==> config.mk <==
export PLATFORM = sky130hd
export DESIGN_NAME = multi_wave_gen
export DESIGN_NICKNAME = d
export VERILOG_FILES = /design/src/rtl/multi_wave_gen.sv
export SDC_FILE = /design/constraint.sdc
export NUM_CORES = 2
export LEC_CHECK = 0
export CORE_MARGIN = 2
export CORE_UTILIZATION = 62
export CTS_BUF_LIST = sky130_fd_sc_hd__clkbuf_8 sky130_fd_sc_hd__clkbuf_16
export CTS_CLUSTER_DIAMETER = 80
export DETAILED_ROUTE_END_ITERATION = 7
export PLACE_DENSITY = 0.9
export SYNTH_ARGS = -nofsm -noshare
export SYNTH_HDL_FRONTEND = slang
export SYNTH_SLANG_ARGS = --single-unit
==> constraint.sdc <==
create_clock -name clk -period 3.4 [get_ports clk]
set_input_delay 0.34 -clock clk [delete_from_list [all_inputs] [get_ports clk]]
set_output_delay 0.34 -clock clk [all_outputs]
set_load 0.01 [all_outputs]
==> src/rtl/multi_wave_gen.sv <==
// multi_wave_gen: NCH independent PWM channels with shadowed, period-boundary-aligned reconfiguration.
// Define MULTI_WAVE_GEN_IRQ_EN to add sticky per-channel period interrupts (irq_clr/irq_status/irq).
module multi_wave_gen #(
  parameter int NCH = 4,
  parameter int CNT_W = 32
) (
  input  logic                   clk,
  input  logic                   rst_n,
  input  logic                   cfg_valid,
  output logic                   cfg_ready,
  input  logic [$clog2(NCH)-1:0] cfg_ch,
  input  logic [CNT_W-1:0]       cfg_period,
  input  logic [CNT_W-1:0]       cfg_high,
  input  logic                   cfg_en,
`ifdef MULTI_WAVE_GEN_IRQ_EN
  input  logic [NCH-1:0]         irq_clr,
  output logic [NCH-1:0]         irq_status,
  output logic                   irq,
`endif
  output logic [NCH-1:0]         wave,
  output logic [NCH-1:0]         period_tick
);
  localparam int CH_W = $clog2(NCH);
  localparam int PW = 1 << CH_W;
  logic [NCH-1:0] pend;
  logic [PW-1:0] pend_all;
  // Zero-extended so out-of-range channel indices read as "not pending" and are accepted.
  assign pend_all = PW'(pend);
  assign cfg_ready = rst_n && !pend_all[cfg_ch];
  for (genvar g = 0; g < NCH; g++) begin : g_ch
    logic [CNT_W-1:0] cnt_q, cnt_d, per_q, per_d, high_q, high_d, sper_q, sper_d, shigh_q, shigh_d;
    logic en_q, en_d, sen_q, sen_d, pend_q, pend_d, acc, bnd;
    assign acc = cfg_valid && cfg_ready && cfg_ch == CH_W'(g);
    assign bnd = en_q && cnt_q == per_q;
    always_comb begin
      cnt_d = '0;
      per_d = per_q;
      high_d = high_q;
      en_d = en_q;
      sper_d = sper_q;
      shigh_d = shigh_q;
      sen_d = sen_q;
      pend_d = pend_q;
      if (en_q && !bnd) begin
        cnt_d = cnt_q + CNT_W'(1);
        if (acc) begin
          sper_d = cfg_period;
          shigh_d = cfg_high;
          sen_d = cfg_en;
          pend_d = 1'b1;
        end
      end else if (acc) begin
        per_d = cfg_period;
        high_d = cfg_high;
        en_d = cfg_en;
      end else if (pend_q) begin
        per_d = sper_q;
        high_d = shigh_q;
        en_d = sen_q;
        pend_d = 1'b0;
      end
    end
    always_ff @(posedge clk) begin
      if (!rst_n) begin
        cnt_q <= '0;
        per_q <= '0;
        high_q <= '0;
        en_q <= 1'b0;
        sper_q <= '0;
        shigh_q <= '0;
        sen_q <= 1'b0;
        pend_q <= 1'b0;
      end else begin
        cnt_q <= cnt_d;
        per_q <= per_d;
        high_q <= high_d;
        en_q <= en_d;
        sper_q <= sper_d;
        shigh_q <= shigh_d;
        sen_q <= sen_d;
        pend_q <= pend_d;
      end
    end
    assign wave[g] = en_q && cnt_q < high_q;
    assign period_tick[g] = bnd;
    assign pend[g] = pend_q;
  end
`ifdef MULTI_WAVE_GEN_IRQ_EN
  logic [NCH-1:0] irq_q, irq_d;
  // A tick in the same cycle as a clear keeps the bit set.
  assign irq_d = (irq_q & ~irq_clr) | period_tick;
  always_ff @(posedge clk) irq_q <= rst_n ? irq_d : '0;
  assign irq_status = irq_q;
  assign irq = |irq_q;
`endif
endmodule

# Word level (Yosys, flattened, before mapping)
# Index checks and enable logic that the tools add are counted.
# W data, S select, Z words.
[totals]
word_cells = 142
register_bits = 652
output_inout_bits = 9
[op_classes]
order_cmp = 5
bitwise_logic = 4
n_reduce_logical = 44
n_addsub = 4
n_eq_ne = 15
mux = 38
[ops]
columns = ["operator", "count"]
rows = [
  ["$mux W32", 16],
  ["$add A32 B1 Y32 const B", 4],
  ["$eq A32 B32 Y1", 4],
  ["$lt A32 B32 Y1", 4],
  ["$reduce_and A2 Y1", 16],
  ["$mux W1", 21],
  ["$logic_and A1 B1 Y1", 18],
  ["$ne A2 B1 Y1 const B", 4],
  ["$ne A2 B2 Y1 const B", 4],
  ["$reduce_bool A2 Y1", 4],
  ["$logic_not A1 Y1", 5],
  ["$eq A2 B2 Y1 const B", 2],
  ["$not A1 Y1", 4],
  ["$lt A2 B3 Y1 const B", 1],
  ["$bmux W1 S2", 1],
  ["$eq A2 B1 Y1 const B", 1],
  ["$logic_not A2 Y1", 1],
]

# Depth between registers and ports, before layout
[logic_depth]
depth_word = 8
depth_mapped = 12
depth_no_buf = 8

# Least setup slack after synthesis
# OpenSTA, ideal clock, no wires.
[synth_timing]
path_type = "register to register"
from = "register g_ch[0].cnt_q[10]"
to = "register g_ch[0].shigh_q[18]"
path_stages_with_launch = 13
t_required_ns = 3.272
slack_ns = 0.458
t_arrival_ns = 2.814
path_cell_list = "dfxtp_1 > buf_2 > xnor2_1 > nand4_1 > nor4_2 > a21boi_1 > clkbuf_1 > clkbuf_1 > ha_1 > clkbuf_1 > buf_1 > mux2i_1 > nor2_1"
[synth_via]
elab_chain_cells = 5
[synth_rtl]
columns = ["element", "line_no", "source"]
rows = [
  ["start: declaration", "31", "logic [CNT_W-1:0] cnt_q, cnt_d, per_q, per_d, high_q, high_d, sper_q, sper_d, shigh_q, shigh_d;"],
  ["start signal: assignment", "74", "cnt_q <= cnt_d;"],
  ["$eq A32 B32 Y1", "34", "assign bnd = en_q && cnt_q == per_q;"],
  ["$logic_and A1 B1 Y1", "34", ""],
  ["$logic_not A1 Y1", "44", "if (en_q && !bnd) begin"],
  ["$logic_and A1 B1 Y1", "44", ""],
  ["$reduce_and A2 Y1 (no line)", "--", ""],
  ["end signal: assignment", "79", "shigh_q <= shigh_d;"],
  ["end: declaration", "31", ""],
]
# No other way between the ends.
# A chain may end at the register's enable or synchronous reset.

# Final worst setup path
[layout_timing]
from = "register g_ch[0].cnt_q[10]"
to = "output period_tick[0]"
[layout_via]
elab_chain_cells = 2
[layout_rtl]
columns = ["element", "line_no", "source"]
rows = [
  ["$eq A32 B32 Y1", "34", ""],
  ["$logic_and A1 B1 Y1", "34", ""],
  ["end: declaration", "21", "output logic [NCH-1:0] period_tick"],
]
# No other way between the ends.

==> summary.md <==
| Metric | Value |
|---|---|
| Status | finished clean |
| Die span in x | around 230 um |
| Die Footprint | approximately 54000 um2 |
| Dominant synthesized flop cell | dfxtp_1 |
| Count of cell types in the netlist | 56 |
| Global-route usage over all layers | 34.2% |
| Static leakage | around 13 nW |
| Dpl hpwl | roughly 59000 um |
| Bufs on Longest Clock Path | 3 |
| Worst Hold Class | in2reg |
| # hold bufs at CTS | 0 |
| Via density | around 6.3 |
| Root buf cell | clkbuf_16 |
| Sequential cell area fraction in the yosys report | between 40% and 50% |
| Final net count | roughly 3800 |
| Cts bufs inserted | 67 |
| RSZ-0062 raised after global routing | false |
| Cells after Synth | between 3000 and 4000 |
| Worst VDD drop | about 380 uV |
| Antenna cells | 0 |
| Fin crit share | 96.2% |
| Input/output buffers | 78 |
| Initial Util | a little over three fifths |
| CTS tree | yes |
| Routed wire length | about 93000 um |
| Global Route met3 Usage | under 10% |
| Detailed Routing Iterations Pass 1 | 8 |
| Drc violations | 0 |
| CP arrival | approximately 3000 ps |
| Fin. max-slew vios | 0 |
| Asr flop ratio synth | 0% |
| Setup TNS | 0 ps |
| Slew margin rel. | a little over an eighth |
| Most frequent cells in the layout | dfxtp_1, nor2_1, mux2i_1, nand2_1, inv_1 |
| Flop and latch count out of synthesis | between 600 and 700 |
| GP Congestion | ~1 |
| Worst skew pair latency | 620 ps |
| WHS Path Cells | 3 |
| EDFF count, synth | 0 |
| Post-CTS Setup Bufs | 0 |
| Tmin final | about 3300 ps |
| Io pins | between 70 and 80 |
| Share of layout cells above drive strength 1 | between 6 and 7% |
| R2R depth | 7 |
| Crit start category | register |
| Final Hold Vio Count | 0 |
| Largest net degree at the start of global routing | approximately 170 |
| Power per cell area | between 400 and 500 nW/um2 |
| CP required | 3060 ps |
| Syn Area/Cell | 8.92 um2 |
| Type of the worst setup path | reg2out |
| GRT overflow | 0 |
| Vias | 26920 |
| Drt first-iter violations | between 3000 and 4000 |
| Endpoints failing setup | 0 |
| Setup Skew | between 15 and 20 ps |
| Reg clk slew, reported paths | approximately 60 ps |
| Synthesis Warnings | 0 |
| Wire per inst | ~22 um |
| Core Region | between 50000 and 60000 um2 |
| First-pass GRT wire length | 143000 um |
| Synth Cell Area | ~32000 um2 |
| Row count | 83 |
| GRT busiest layer | met2 |
| Element type at the critical path end | output port |
| Die H | between 200 and 250 um |
| Vias in the first global route | ~25000 |
| Crit-path max FO | 7 |
| Routing usage on met1 | 46.4% |
| Area Overhead vs Synth | 11.9% |
| Most common cell after layout, fill and taps aside | dfxtp_1 |
| Max frequency | just over 300 MHz |
| Routed Antenna Nets | 0 |
| Pre-CTS worst setup slack | around 140 ps |
| Clock Sinks | 652 |
| Max-Cap Viols | 0 |
| Initial antenna violation count | 2 |
| Synth Net Count | around 3800 |
| CTS H-tree depth | 3 |
| Worst Setup Slack, final | about 130 ps |
| Slew at the pin closest to its max-slew limit | roughly 1300 ps |
| Met2 global-route usage | just over 50% |
-- logic make-up after synthesis --
group / Yosys count / synth area share (%)
flops: 652 / 40.7
buf+inv: 477 / 6.09
mux: 298 / 9.34
xor+xnor: 248 / 6.80
compound gates: 634 / 15.2
fa+ha+maj: 132 / 5.15
simple gates: 1155 / 16.7
-- per-stage QoR --
stage	utilization, %	cells	hold WS [ps]	area, um2	power [mW]
2_1_floorplan	-	3596	434	32100	8.65
3_3_place_gp	65.4	4170	449	33500	9.16
3_5_place_dp	65.4	4170	456	33500	9.19
4_1_cts	70.0	4286	290	35800	16.9
5_1_grt	70.1	4286	323	35900	17.3
6_report	70.1	4286	312	35900	17.0
-- registers in the layout, indices dropped and copies added, names as in the netlist --
register / flops
g_ch.en_q: 4
g_ch.sen_q: 4
g_ch.pend_q: 4
g_ch.high_q: 128
g_ch.sper_q: 128
g_ch.per_q: 128
g_ch.shigh_q: 128
g_ch.cnt_q: 128
-- worst max-delay path: stages, from the launching register on --
cell             delay (ps)
dfxtp_1                 480
xnor2_1                 220
nand4_1                 240
nor4_2                  490
and3_1                  300
clkdlybuf4s50_1         580
-- where the power goes --
part	switching (mW)	leakage, nW	internal [mW]
clock network	3.16	1.19	4.70
logic	0.834	6.10	0.420
registers	0.0726	5.27	7.77
-- cell type report --
cell class | count | area [um2]
Tap cell | 680 | 851
Clock buffer | 85 | 1940
Inverter | 213 | 807
Fill cell | 3652 | 15300
Multi-Input combinational cell | 2467 | 17300
Sequential cell | 652 | 13100
Timing Repair Buffer | 158 | 1570
Clock inverter | 31 | 400
-- per-layer routing --
metal  vias to the layer above  share of wire [%]
met5                         -                  0
met4                         0                5.8
met3                       311                 10
met2                      1275                 43
met1                     12855                 41
li1                      12479                  -
-- synthesized netlist by cell type, types with 3 or more instances --
cell type | instances | share of area [%]
o311a_1 | 64 | 2.0
nor3_1 | 86 | 1.3
or3_1 | 6 | 0.12
nand3_1 | 59 | 0.92
a211oi_1 | 134 | 3.1
mux2i_1 | 297 | 9.3
xnor2_1 | 182 | 5.0
o21bai_1 | 34 | 0.80
buf_2 | 14 | 0.22
ha_1 | 132 | 5.2
buf_6 | 17 | 0.60
xor2_1 | 65 | 1.8
a2111oi_0 | 161 | 4.4
a21oi_1 | 45 | 0.70
nand2b_1 | 4 | 0.078
nor2_1 | 449 | 5.3
and3_1 | 17 | 0.33
nor4_1 | 7 | 0.14
nand4_1 | 77 | 1.5
buf_1 | 14 | 0.16
inv_1 | 210 | 2.5
a31oi_1 | 4 | 0.078
clkbuf_1 | 214 | 2.5
a21o_1 | 19 | 0.44
buf_4 | 4 | 0.094
nand2_1 | 259 | 3.0
o21ai_0 | 54 | 0.84
or4_1 | 3 | 0.070
a22oi_1 | 4 | 0.094
nor2b_1 | 100 | 2.0
and4_1 | 7 | 0.19
nor4_2 | 6 | 0.23
and2_1 | 66 | 1.3
dfxtp_1 | 652 | 41
o21a_1 | 101 | 2.4
-- repair_timing --
action	in CTS	in global routing
pin swaps	1	2
gates resized for setup	8	11
endpoints found under the setup margin	4	5
-- path summary, 6_finish.rpt --
| check | startpoint | endpoint | slack [ps] |
|---|---|---|---|
| max | g_ch[0].cnt_q[10]$_SDFF_PN0_ | period_tick[0] | 130 |
| min | rst_n | g_ch[0].high_q[29]$_SDFFE_PN0P_ | 310 |
| max reg2reg | g_ch[1].cnt_q[2]$_SDFF_PN0_ | g_ch[1].per_q[15]$_SDFFE_PN0P_ | 540 |
| min reg2reg | g_ch[1].per_q[10]$_SDFFE_PN0P_ | g_ch[1].per_q[10]$_SDFFE_PN0P_ | 460 |
Power figures use the tool's default switching activity.
